### config.mk
export PLATFORM = sky130hd
export DESIGN_NAME = ro_puf_ctrl
export DESIGN_NICKNAME = d
export VERILOG_FILES = /design/src/rtl/ro_puf_pkg.sv /design/src/rtl/ro_puf_pair_sel.sv /design/src/rtl/ro_puf_ctrl.sv
export SDC_FILE = /design/constraint.sdc
export NUM_CORES = 1
export LEC_CHECK = 0
export ABC_AREA = 0
export CORE_MARGIN = 2
export CORE_UTILIZATION = 54
export CTS_CLUSTER_DIAMETER = 200
export DETAILED_ROUTE_END_ITERATION = 8
export PLACE_DENSITY_LB_ADDON = 0.08
export SLEW_MARGIN = 20
export SYNTH_ARGS = -nofsm -noshare
export SYNTH_HDL_FRONTEND = slang
export SYNTH_SLANG_ARGS = --single-unit
### constraint.sdc
create_clock -name clk -period 4.6 [get_ports clk]
set_clock_uncertainty 0.15 [all_clocks]
set_input_delay 0.46 -clock clk [delete_from_list [all_inputs] [get_ports clk]]
set_output_delay 0.46 -clock clk [all_outputs]
set_load 0.02 [all_outputs]
### src/rtl/ro_puf_pkg.sv
// ro_puf_pkg
// Shared definitions for the ring-oscillator PUF sequencer: the FSM state
// encoding, default sizing constants and a small helper used to size the
// phase timer.
package ro_puf_pkg;

    typedef enum logic [2:0] {
        IDLE,
        CLEAR,
        RUN,
        SETTLE,
        COMPARE,
        DONE
    } ro_puf_state_t;

    localparam int SEL_W_DEF   = 5;
    localparam int COUNT_W_DEF = 16;
    localparam int N_BITS_DEF  = 8;

    function automatic int max3(input int a, input int b, input int c);
        int m;
        m = (a > b) ? a : b;
        return (m > c) ? m : c;
    endfunction

endpackage

### src/rtl/ro_puf_pair_sel.sv
// ro_puf_pair_sel
// Combinational oscillator pair selection for pair index k.
//   challenge [2*SEL_W-1:0] : {base B, base A}
//   k         [K_W-1:0]     : pair index
//   sel_a     [SEL_W-1:0]   : (A + k) mod 2**SEL_W
//   sel_b     [SEL_W-1:0]   : (B + k) mod 2**SEL_W, bumped by one if it
//                             would select the same oscillator as sel_a
module ro_puf_pair_sel
    import ro_puf_pkg::*;
#(
    parameter int SEL_W = SEL_W_DEF,
    parameter int K_W   = 3
) (
    input  logic [2*SEL_W-1:0] challenge,
    input  logic [K_W-1:0]     k,
    output logic [SEL_W-1:0]   sel_a,
    output logic [SEL_W-1:0]   sel_b
);

    logic [SEL_W-1:0] base_a;
    logic [SEL_W-1:0] base_b;
    logic [SEL_W-1:0] k_ext;
    logic [SEL_W-1:0] raw_b;

    assign base_a = challenge[SEL_W-1:0];
    assign base_b = challenge[2*SEL_W-1:SEL_W];
    assign k_ext  = SEL_W'(k);

    // Additions are SEL_W wide, so the modulo wrap falls out of truncation.
    assign sel_a = base_a + k_ext;
    assign raw_b = base_b + k_ext;
    // Comparing an oscillator against itself carries no information.
    assign sel_b = (raw_b == sel_a) ? (sel_a + SEL_W'(1)) : raw_b;

endmodule

### src/rtl/ro_puf_ctrl.sv
// ro_puf_ctrl
// Sequencer for the ring-oscillator PUF datapath. For each of N_BITS pairs
// it selects two oscillators, clears the edge counters, gates the
// oscillators for WINDOW cycles, waits SETTLE_CYCLES, then shifts
// (count_a > count_b) into response[k].
//
// Ports
//   clk        : system clock
//   rst        : synchronous active-high reset
//   start      : evaluation request, honoured only in IDLE
//   challenge  : {base B, base A}, latched on start acceptance
//   count_a/_b : counter values from banks A/B, sampled only in COMPARE
//   sel_a/_b   : registered oscillator selects
//   ro_en      : oscillator enable
//   cnt_clr    : counter clear
//   busy       : evaluation in progress
//   done       : one-cycle pulse, response valid
//   response   : bit k from pair k, held until the next accepted start
//   unstable   : (RO_PUF_TIE_DETECT_EN only) bit k set when the two counts
//                of pair k differ by less than TIE_MARGIN
//
// Build option: define RO_PUF_TIE_DETECT_EN to add the unstable output and
// the TIE_MARGIN parameter.
//
// state   | meaning
// --------+-------------------------------------------------------------
// IDLE    | waiting for start
// CLEAR   | counters held in clear, selects loaded
// RUN     | oscillators enabled for the measurement window
// SETTLE  | oscillators gated, counts settling
// COMPARE | one cycle: record the bit for pair k, advance k
// DONE    | one cycle: raise done, drop busy, back to IDLE
//
// ro_en, cnt_clr and sel_* are decoded from the state being left, so each
// lags the state by one cycle. That keeps them pure flop outputs and makes
// the counts sampled in COMPARE follow SETTLE_CYCLES of gated oscillators.
module ro_puf_ctrl
    import ro_puf_pkg::*;
#(
    parameter int N_BITS        = N_BITS_DEF,
    parameter int SEL_W         = SEL_W_DEF,
    parameter int COUNT_W       = COUNT_W_DEF,
    parameter int WINDOW        = 256,
    parameter int CLR_CYCLES    = 2,
    parameter int SETTLE_CYCLES = 4
`ifdef RO_PUF_TIE_DETECT_EN
    ,
    parameter int TIE_MARGIN    = 4
`endif
) (
    input  logic                 clk,
    input  logic                 rst,
    input  logic                 start,
    input  logic [2*SEL_W-1:0]   challenge,
    input  logic [COUNT_W-1:0]   count_a,
    input  logic [COUNT_W-1:0]   count_b,
    output logic [SEL_W-1:0]     sel_a,
    output logic [SEL_W-1:0]     sel_b,
    output logic                 ro_en,
    output logic                 cnt_clr,
    output logic                 busy,
    output logic                 done,
    output logic [N_BITS-1:0]    response
`ifdef RO_PUF_TIE_DETECT_EN
    ,
    output logic [N_BITS-1:0]    unstable
`endif
);

    localparam int PH_MAX = max3(WINDOW, CLR_CYCLES, SETTLE_CYCLES);
    localparam int PH_W   = (PH_MAX > 1) ? $clog2(PH_MAX) : 1;
    localparam int K_W    = (N_BITS > 1) ? $clog2(N_BITS) : 1;

    localparam logic [PH_W-1:0] CLR_LD    = PH_W'(CLR_CYCLES - 1);
    localparam logic [PH_W-1:0] RUN_LD    = PH_W'(WINDOW - 1);
    localparam logic [PH_W-1:0] SETTLE_LD = PH_W'(SETTLE_CYCLES - 1);
    localparam logic [K_W-1:0]  K_LAST    = K_W'(N_BITS - 1);

    ro_puf_state_t      state;
    logic [PH_W-1:0]    timer;
    logic [K_W-1:0]     k;
    logic [2*SEL_W-1:0] chal_q;
    logic [SEL_W-1:0]   sel_a_nxt;
    logic [SEL_W-1:0]   sel_b_nxt;
    logic               tc;
    logic               cmp_bit;

    ro_puf_pair_sel #(
        .SEL_W (SEL_W),
        .K_W   (K_W)
    ) u_pair_sel (
        .challenge (chal_q),
        .k         (k),
        .sel_a     (sel_a_nxt),
        .sel_b     (sel_b_nxt)
    );

    assign tc      = (timer == '0);
    assign cmp_bit = (count_a > count_b);

`ifdef RO_PUF_TIE_DETECT_EN
    logic [COUNT_W-1:0] diff;
    logic               tie;

    assign diff = cmp_bit ? (count_a - count_b) : (count_b - count_a);
    assign tie  = (diff < COUNT_W'(TIE_MARGIN));
`endif

    always_ff @(posedge clk) begin
        if (rst) begin
            state    <= IDLE;
            timer    <= '0;
            k        <= '0;
            chal_q   <= '0;
            sel_a    <= '0;
            sel_b    <= '0;
            ro_en    <= 1'b0;
            cnt_clr  <= 1'b0;
            busy     <= 1'b0;
            done     <= 1'b0;
            response <= '0;
`ifdef RO_PUF_TIE_DETECT_EN
            unstable <= '0;
`endif
        end else begin
            cnt_clr <= (state == CLEAR);
            ro_en   <= (state == RUN);
            done    <= (state == DONE);
            if (state == CLEAR) begin
                sel_a <= sel_a_nxt;
                sel_b <= sel_b_nxt;
            end

            case (state)
                IDLE: begin
                    // While done is high we are in the DONE cycle as seen
                    // from outside; a held start is taken one cycle later.
                    if (start && !done) begin
                        chal_q   <= challenge;
                        k        <= '0;
                        response <= '0;
`ifdef RO_PUF_TIE_DETECT_EN
                        unstable <= '0;
`endif
                        busy     <= 1'b1;
                        timer    <= CLR_LD;
                        state    <= CLEAR;
                    end
                end
                CLEAR: begin
                    if (tc) begin
                        timer <= RUN_LD;
                        state <= RUN;
                    end else begin
                        timer <= timer - PH_W'(1);
                    end
                end
                RUN: begin
                    if (tc) begin
                        timer <= SETTLE_LD;
                        state <= SETTLE;
                    end else begin
                        timer <= timer - PH_W'(1);
                    end
                end
                SETTLE: begin
                    if (tc) begin
                        state <= COMPARE;
                    end else begin
                        timer <= timer - PH_W'(1);
                    end
                end
                COMPARE: begin
                    response[k] <= cmp_bit;
`ifdef RO_PUF_TIE_DETECT_EN
                    unstable[k] <= tie;
`endif
                    if (k == K_LAST) begin
                        state <= DONE;
                    end else begin
                        k     <= k + K_W'(1);
                        timer <= CLR_LD;
                        state <= CLEAR;
                    end
                end
                DONE: begin
                    busy  <= 1'b0;
                    state <= IDLE;
                end
                default: begin
                    state <= IDLE;
                end
            endcase
        end
    end

endmodule

# [After elaboration in Yosys (flattened, before gate mapping)]
# Index checks and enable logic that the tools add are counted.
[op_classes] n_addsub=5 eq_ne=13 order_cmp=3 n_mux=23 n_reduce_logical=14
[ops] operator="8-bit two-way mux" n=6
[ops] operator="8-bit one-hot mux with 5 select lines" n=1
[ops] operator="3-bit two-way mux" n=7
[ops] operator="16-bit > comparator" n=1
[ops] operator="8-bit one-hot mux with 2 select lines" n=1
[ops] operator="3-bit one-hot mux with 5 select lines" n=1
[ops] operator="2-bit != test, second input constant" n=6
[ops] operator="5-bit by 3-bit adder with 5-bit output" n=2
[ops] operator="3-bit == test, second input constant" n=3
[ops] operator="8-bit bitwise mux" n=1
[ops] operator="8-bit zero test" n=1
[ops] operator="4-bit AND reduction" n=2
[ops] operator="8-bit by 1-bit subtractor with 8-bit output, second input constant" n=1
[ops] operator="3-bit by 2-bit == test with 1-bit output, second input constant" n=2
[ops] operator="3-bit one-hot mux with 2 select lines" n=1
[ops] operator="2-bit AND reduction" n=3
[ops] operator="5-bit by 1-bit adder with 5-bit output, second input constant" n=1
[ops] operator="5-bit == test" n=1
[ops] operator="5-bit two-way mux" n=1
[ops] operator="5-bit nonzero test" n=1
[ops] operator="3-bit by 4-bit less-than comparator with 1-bit output, second input constant" n=1
[ops] operator="2-bit nonzero test" n=2
[ops] operator="3-bit by 1-bit adder with 3-bit output, second input constant" n=1
[ops] operator="1-bit demux with 3-bit select" n=1
[ops] operator="8 further kinds" n=10
[word_totals] regBits=46 elab_cells=69

# [Longest topological paths before layout]
# Gate-level depths: netlist of the first run.
[logic_depth] depth_word=6 ltp_mapped=9 mapped_depth_nobuf=8

# [Cells and area by module]
# Synthesis of the first run repeated with hierarchy kept, for this count alone.
[hier_totals] cells_unflattened=389 hier_area_um2=3030.4
[modules_own_cells] module="ro_puf_ctrl" n_inst=1 area_per_inst_um2=2552.4 cells_each=331
[modules_own_cells] module="ro_puf_pair_sel" n_inst=1 area_per_inst_um2=478.0 cells_each=58

# [Worst setup path after synthesis of the first run]
# OpenSTA, ideal clock, no wires.
[synth_timing] path_kind="register -> register" from="register k[0]" to="register sel_b[2]" slack_ns=1.677 t_arrival_ns=2.688 setup_time_ns=0.086 path_stages_with_launch=9 required_ns=4.364 synth_period_minus_slack_ns=2.923 path_cell_list="dfxtp_1 > ha_1 > fa_1 > a21o_2 > a32oi_1 > xor3_1 > nor4b_4 > mux2_2 > a211oi_1"
[synth_via] elab_chain_len=3 word_cells_on_any_way=5 cone_classes="add/sub (3); eq/ne (1); mux (1)"
[synth_lines] item="start, declared" line_no="ro_puf_ctrl.sv:81" text="logic [K_W-1:0] k;"
[synth_lines] item="start signal, assigned" line_no="ro_puf_ctrl.sv:181" text="k <= k + K_W'(1);"
[synth_lines] item="5-bit by 3-bit adder with 5-bit output, on equally long branches" line_no="ro_puf_pair_sel.sv:30, ro_puf_pair_sel.sv:31"
[synth_lines] item="5-bit by 1-bit adder with 5-bit output / 5-bit == test (equally long branches)" line_no="ro_puf_pair_sel.sv:33" text="assign sel_b = (raw_b == sel_a) ? (sel_a + SEL_W'(1)) : raw_b;"
[synth_lines] item="5-bit two-way mux *" line_no="ro_puf_pair_sel.sv:33"
[synth_lines] item="end signal, assigned" line_no="ro_puf_ctrl.sv:131" text="sel_b <= sel_b_nxt;"
[synth_lines] item="end, declared" line_no="ro_puf_ctrl.sv:58" text="output logic [SEL_W-1:0] sel_b,"
# Mark *: on every way between the ends. The rest lies on a longest branch, timed or not.
# A chain may end at the register's enable or synchronous reset.

# [Worst setup path in the final report of the first run]
# Ends and elaborated chain as after synthesis.

==> impl_metrics.ini, run 1 <==
[sta]
worst_pin_slew_ns = 0.7938
rsz0062_at_grt = false
max_freq_mhz = 309.3
hold_viol = 0
setup_viol_count_final = 0
post-route-period-util_pct = 70.29
max-slew-margin-rel_pct = 46.76
setup_tns_ns = 0
timing.final.crit_period_ns = 3.233
setup_ws_ns = 1.367
drv_slew = 0

[hold_path]
holdPathStages = 2
holdPathEnd = sel_a[0]$_SDFFE_PP0P_
worstHoldStart = sel_a[0]$_SDFFE_PP0P_
hold_path.class = reg -> reg

[global_route]
grt_max_degree = 30
grt_first_pass_wirelength_um = 11340
antenna_found_initial = 0
grt_pass1_vias = 2459
overflow = 0
track_usage_pct = 23.64

[route]
drt_first_pass_iters = 5
via_count = 2761
wl_um = 6549
wl_per_cell_um = 13.34
vias_per_cell = 5.623
drc = 0
final_antenna_net_count = 0
dr.first_iter.drc_count = 136

[power]
power_mw = 1.693
p_leak_nw = 1.525
peakVddDrop_mv = 0.2130
power.density_mw_per_mm2 = 460.5

[floorplanning]
rows = 26
start_util_pct = 55.66
die_area_mm2 = 0.005861
ioPinCount = 67
dieWidth_um = 76.56
coreArea_mm2 = 0.005107
die_h_um = 76.56

[setup_path]
cp.required_ns = 4.68
r2r_end = sel_b[2]$_SDFFE_PP0P_
worst_setup_path_start_kind = flip-flop
path_cells = ha_1 -> fa_1 -> a21o_2 -> a32oi_1 -> xor3_1 -> nor4b_4 -> mux2_2 -> a211oi_1
ff2ff_setup_slack_ns = 1.37
crit_arrival_ns = 3.31
slowest_delay_ns = 0.44
critical_path_class = reg -> reg
crit-reg2reg-launch = k[0]$_SDFFE_PP0P_
crit_path_start = k[0]$_SDFFE_PP0P_
r2r_cells = 8
crit_family = compound AO/OA/AOI/OAI gates
cp_max_fo = 10
path_buf_inv = 0
cpMaxStageDelayCell = fa_1
cp-end-kind = flip-flop

[placed_design]
dp_hpwl_um = 4999
port_buffers = 66
dp_slack_ns = 1.385
placedCellCount = 483
gp_congestion = 0.8281

[synthesis]
synth_cells = 357
synthArstFlopShare_pct = 0
synth_cell_type_count = 46
synth_nets = 431
yosys_warnings = 0
synth_ff_type = dfxtp_1
ys_ff_latch = 46
synth-seq-area-share_pct = 32.39
synth_edf_count = 0
synth_area_mm2 = 0.002843
syn_avg_cell_area_um2 = 7.963

[clock_network]
cts_sinks = 46
cts_buffer_depth = 2
cts_hold_buf = 0
cts_setup_buffers = 0
clk_latency_ns = 0.31
ctsHtreeMaxLevel = 2
cts_tree = yes
cts_resized = 0
cts_root_buf = clkbuf_8
numCtsBuffers = 5
cts.clk_slew.worst_paths_ns = 0.09

[finish]
fin_cells = 491
finalCoreUtilization_pct = 72.00
antennaDiodeCount = 0
drive_gt1_share_pct = 4.038
layout.nets = 494
nFillCells = 419
synthToLayoutAreaGrowth_pct = 29.36

[flow_run]
cap_violations = 0

[outcome]
status = finished, final reports clean
-- cells in the mapped netlist, drive strengths merged, types with 4 or more instances --
cell type / n / area share, %
nand2b: 8 / 1.8
o311ai: 4 / 1.2
nand2: 40 / 5.3
clkbuf: 11 / 1.5
o211ai: 5 / 1.3
nor2: 39 / 5.1
inv: 22 / 2.9
nor3: 7 / 1.2
a21oi: 37 / 6.5
nand3: 19 / 3.5
dfxtp: 46 / 32
a21o: 8 / 2.2
and3: 4 / 0.88
xnor2: 6 / 1.8
o21ai: 20 / 3.5
ha: 27 / 12
a211oi: 9 / 2.6
-- final cells by class --
cell class | count | area, um2 | share of cell area (%)
Inverter | 22 | 82.58 | 2.246
Clock buffer | 6 | 72.57 | 1.973
Timing Repair Buffer | 68 | 675.6 | 18.37
Multi-Input combinational cell | 277 | 1800 | 48.96
Sequential cell | 46 | 920.9 | 25.04
Tap cell | 70 | 87.58 | 2.382
Clock inverter | 2 | 37.54 | 1.021
-- through the flow --
| stage | hold WS [ns] | area [um2] |
|---|---|---|
| floorplan | 0.2890 | 2843 |
| global placement | 0.2927 | 3567 |
| detailed placement | 0.2956 | 3567 |
| CTS | 0.3075 | 3677 |
| global route | 0.3293 | 3677 |
| finish | 0.3046 | 3677 |
-- routing by layer --
metal | GRT usage [%] | part of all wire (%) | vias to the layer above
li1 | - | - | 1390
met1 | 31.70 | 46 | 1277
met2 | 38.32 | 47 | 84
met3 | 4.384 | 5.2 | 10
met4 | 8.000 | 2.0 | 0
met5 | 0 | 0 | -
-- layout by cell type (no fill, tap or decap), drive strengths merged, types with 7 or more instances in the layout --
cell type,synthesis,routed
nor2,39,39
nand2,40,40
a21oi,37,37
clkdlybuf4s50,0,66
nor3,7,7
o21ai,20,20
a21o,8,8
ha,27,27
inv,22,22
nand2b,8,8
a211oi,9,9
nand3,19,19
dfxtp,46,46
-- worst min-delay path, stage by stage, from the launching register on --
cell	delay [ns]
dfxtp_1	0.31
nand2_1	0.05
a21oi_1	0.05
-- report_power, final --
group	total [mW]	switching, mW	internal (mW)
Combinational	0.812	0.460	0.351
Clock	0.303	0.141	0.162
Sequential	0.579	0.0899	0.489
Total	1.69	0.691	1.00
-- flip-flops by register name (all words and copies together) (netlist names) --
name and count:
cnt_clr 1, sel_a 5, chal_q 10, state 3, done 1, ro_en 1
k 3, busy 1, timer 8, sel_b 5, response 8
-- kinds of logic (layout without fill, tap and decap cells) --
| logic type | after synthesis | after routing | share of synthesized area, % |
|---|---|---|---|
| AND/OR/NAND/NOR | 142 | 142 | 24.60 |
| AO/OA/AOI/OAI | 92 | 92 | 19.89 |
| flip-flops | 46 | 46 | 32.39 |
| buffers and inverters | 34 | 98 | 4.489 |
| adder cells (fa/ha/maj) | 29 | 29 | 13.29 |
| XOR/XNOR | 10 | 10 | 3.873 |
| multiplexers | 4 | 4 | 1.452 |
-- worst max-delay path by stage --
stage | endpoint | cells past startpoint
floorplan | sel_b[2]$_SDFFE_PP0P_ | 8
global placement | sel_b[2]$_SDFFE_PP0P_ | 8
CTS | sel_b[2]$_SDFFE_PP0P_ | 8
finish | sel_b[2]$_SDFFE_PP0P_ | 8
global route | sel_b[2]$_SDFFE_PP0P_ | 8
detailed placement | sel_b[2]$_SDFFE_PP0P_ | 8
(Power assumes the default switching activity.)
==> inputs of run 2 (changes only) <==
--- a/config.mk
+++ b/config.mk
@@ -7,7 +7,7 @@
 export LEC_CHECK = 0
 export ABC_AREA = 0
 export CORE_MARGIN = 2
-export CORE_UTILIZATION = 54
+export CORE_UTILIZATION = 50
 export CTS_CLUSTER_DIAMETER = 200
 export DETAILED_ROUTE_END_ITERATION = 8
 export PLACE_DENSITY_LB_ADDON = 0.08
==> constraint.sdc (replaced) <==
create_clock -name clk -period 3.1 [get_ports clk]
set_clock_uncertainty 0.15 [all_clocks]
set_input_delay 0.31 -clock clk [delete_from_list [all_inputs] [get_ports clk]]
set_output_delay 0.31 -clock clk [all_outputs]
set_load 0.02 [all_outputs]
==> impl_metrics.ini, run 2 (synthesized netlist as in run 1, its figures left out) <==
[outcome]
status = finished, final reports clean

[hold_path]
hold_path.class = reg -> reg

[sta]
timing.final.crit_period_ns = 2.930
drv_slew = 0
max-slew-margin-rel_pct = 54.18
rsz0062_at_grt = false
post-route-period-util_pct = 94.51
setup_viol_count_final = 0
setup_tns_ns = 0
worst_pin_slew_ns = 0.6811
hold_viol = 0
max_freq_mhz = 341.3
setup_ws_ns = 0.1703

[setup_path]
cp-end-kind = flip-flop
critical_path_class = reg -> reg
cp-endpoint = sel_b[2]$_SDFFE_PP0P_
worst_setup_path_start_kind = flip-flop
crit_family = compound AO/OA/AOI/OAI gates
path_buf_inv = 0
path_cells = ha_1 -> fa_1 -> a21o_2 -> a32oi_1 -> xor3_1 -> nor4b_4 -> mux2_2 -> a211oi_1
crit_arrival_ns = 2.99
crit_path_start = k[0]$_SDFFE_PP0P_
cp.required_ns = 3.16
cp_max_fo = 3
ff2ff_setup_slack_ns = 0.17
crit-reg2reg-launch = k[0]$_SDFFE_PP0P_
cp.depth = 8
slowest_delay_ns = 0.45
r2r_end = sel_b[2]$_SDFFE_PP0P_
r2r_cells = 8
cpMaxStageDelayCell = fa_1

[route]
wl_um = 6563
dr.first_iter.drc_count = 155
via_count = 2719
wl_per_cell_um = 13.21
top_layer_used = met4
dr_wl_met3_um = 303
dr_wl_met2_um = 3163
drc = 0
wl_met1_um = 3046
final_antenna_net_count = 0
drt_first_pass_iters = 4
vias_per_cell = 5.471

[placed_design]
dp_hpwl_um = 5042
dp_slack_ns = 0.1896
port_buffers = 66
gp_congestion = 0.8158
placedCellCount = 489

[finish]
reg_top3 = chal_q: 10 flops, response: 8 flops, timer: 8 flops
final_cell_mix = clkdlybuf4s50_1 (66), dfxtp_1 (46), nand2_1 (40)
drive_gt1_share_pct = 4.941
synthToLayoutAreaGrowth_pct = 30.50
antennaDiodeCount = 0
largest_register = chal_q
final_common_cell = clkdlybuf4s50_1
fin_cells = 497
largest_reg_flops = 10
layout.nets = 498

[global_route]
grt_pass1_vias = 2653
overflow = 0
grt_max_degree = 43
grt_first_pass_wirelength_um = 11600
track_usage_pct = 22.85
antenna_found_initial = 0

[power]
p_clk_share_pct = 17.7
peakVddDrop_mv = 0.3978
combPwrFrac_pct = 48.5
pwr-share-seq_pct = 33.8
p_leak_nw = 1.544
power.density_mw_per_mm2 = 683.2
p_sw_mw = 1.029
intPower_mw = 1.506
swShare_pct = 40.60

[clock_network]
cts_buffer_depth = 2
cts_setup_buffers = 0
cts_hold_buf = 0
cts_root_buf = clkbuf_8
ctsHtreeMaxLevel = 2
cts.clk_slew.worst_paths_ns = 0.09
cts_resized = 0
numCtsBuffers = 5
cts_tree = yes
cts_sinks = 46
clk_latency_ns = 0.30

[floorplanning]
die_h_um = 79.40
coreArea_mm2 = 0.005507
start_util_pct = 51.62
die_area_mm2 = 0.006304
ioPinCount = 67
rows = 27
dieWidth_um = 79.40

[flow_run]
cap_violations = 0
[run 2: per-stage QoR]
step | hold WS, ns | power, mW | area [um2] | utilization, %
after floorplan | 0.2890 | 1.716 | 2843 | -
after global placement | 0.2929 | 2.065 | 3600 | 65.37
after detailed placement | 0.3028 | 2.094 | 3600 | 65.37
after CTS | 0.3153 | 2.551 | 3710 | 67.37
after global routing | 0.3498 | 2.752 | 3710 | 67.37
final | 0.3123 | 2.535 | 3710 | 67.37
[run 2: layout make-up]
class / instances / area, um2
multi-input combinational: 277 / 1800
fill: 490 / 1797
sequential: 46 / 920.9
timing repair buffer: 72 / 705.7
tap: 72 / 90.09
inverter: 22 / 82.58
clock buffer: 6 / 72.57
clock inverter: 2 / 37.54
[run 2: power by group through the flow]
stage / logic [mW] / clock network [mW] / registers [mW]
floorplan: 0.831 / 0 / 0.885
finish: 1.23 / 0.448 / 0.858
detailed placement: 1.22 / 0 / 0.873
global placement: 1.20 / 0 / 0.868
global route: 1.38 / 0.486 / 0.884
CTS: 1.23 / 0.459 / 0.859
[run 2: per-layer routing]
layer	up-vias	global-route usage (%)
li1	1406	-
met3	6	4.977
met2	66	38.56
met4	0	6.034
met1	1241	29.60
met5	-	0
[run 2: worst min-delay path by stage]
stage | end | start | slack (ns) | cells after the start
global placement | sel_a[0]$_SDFFE_PP0P_ | sel_a[0]$_SDFFE_PP0P_ | 0.29 | 2
detailed placement | sel_a[3]$_SDFFE_PP0P_ | sel_a[3]$_SDFFE_PP0P_ | 0.30 | 2
global route | chal_q[0]$_SDFFE_PP0P_ | chal_q[0]$_SDFFE_PP0P_ | 0.35 | 2
CTS | sel_a[3]$_SDFFE_PP0P_ | sel_a[3]$_SDFFE_PP0P_ | 0.32 | 2
finish | sel_a[3]$_SDFFE_PP0P_ | sel_a[3]$_SDFFE_PP0P_ | 0.31 | 2
floorplan | timer[6]$_SDFFE_PP0P_ | timer[6]$_SDFFE_PP0P_ | 0.29 | 2
[run 2: worst register-to-register path, delay by kind of cell (launching register included)]
kind	cells	cell delay (ns)
adders and majority gates	2	0.68
DFF	1	0.34
xor gates and xnor gates	1	0.33
and+or+nand+nor	1	0.27
AOI/OAI and AO/OA	3	0.71
muxes	1	0.36
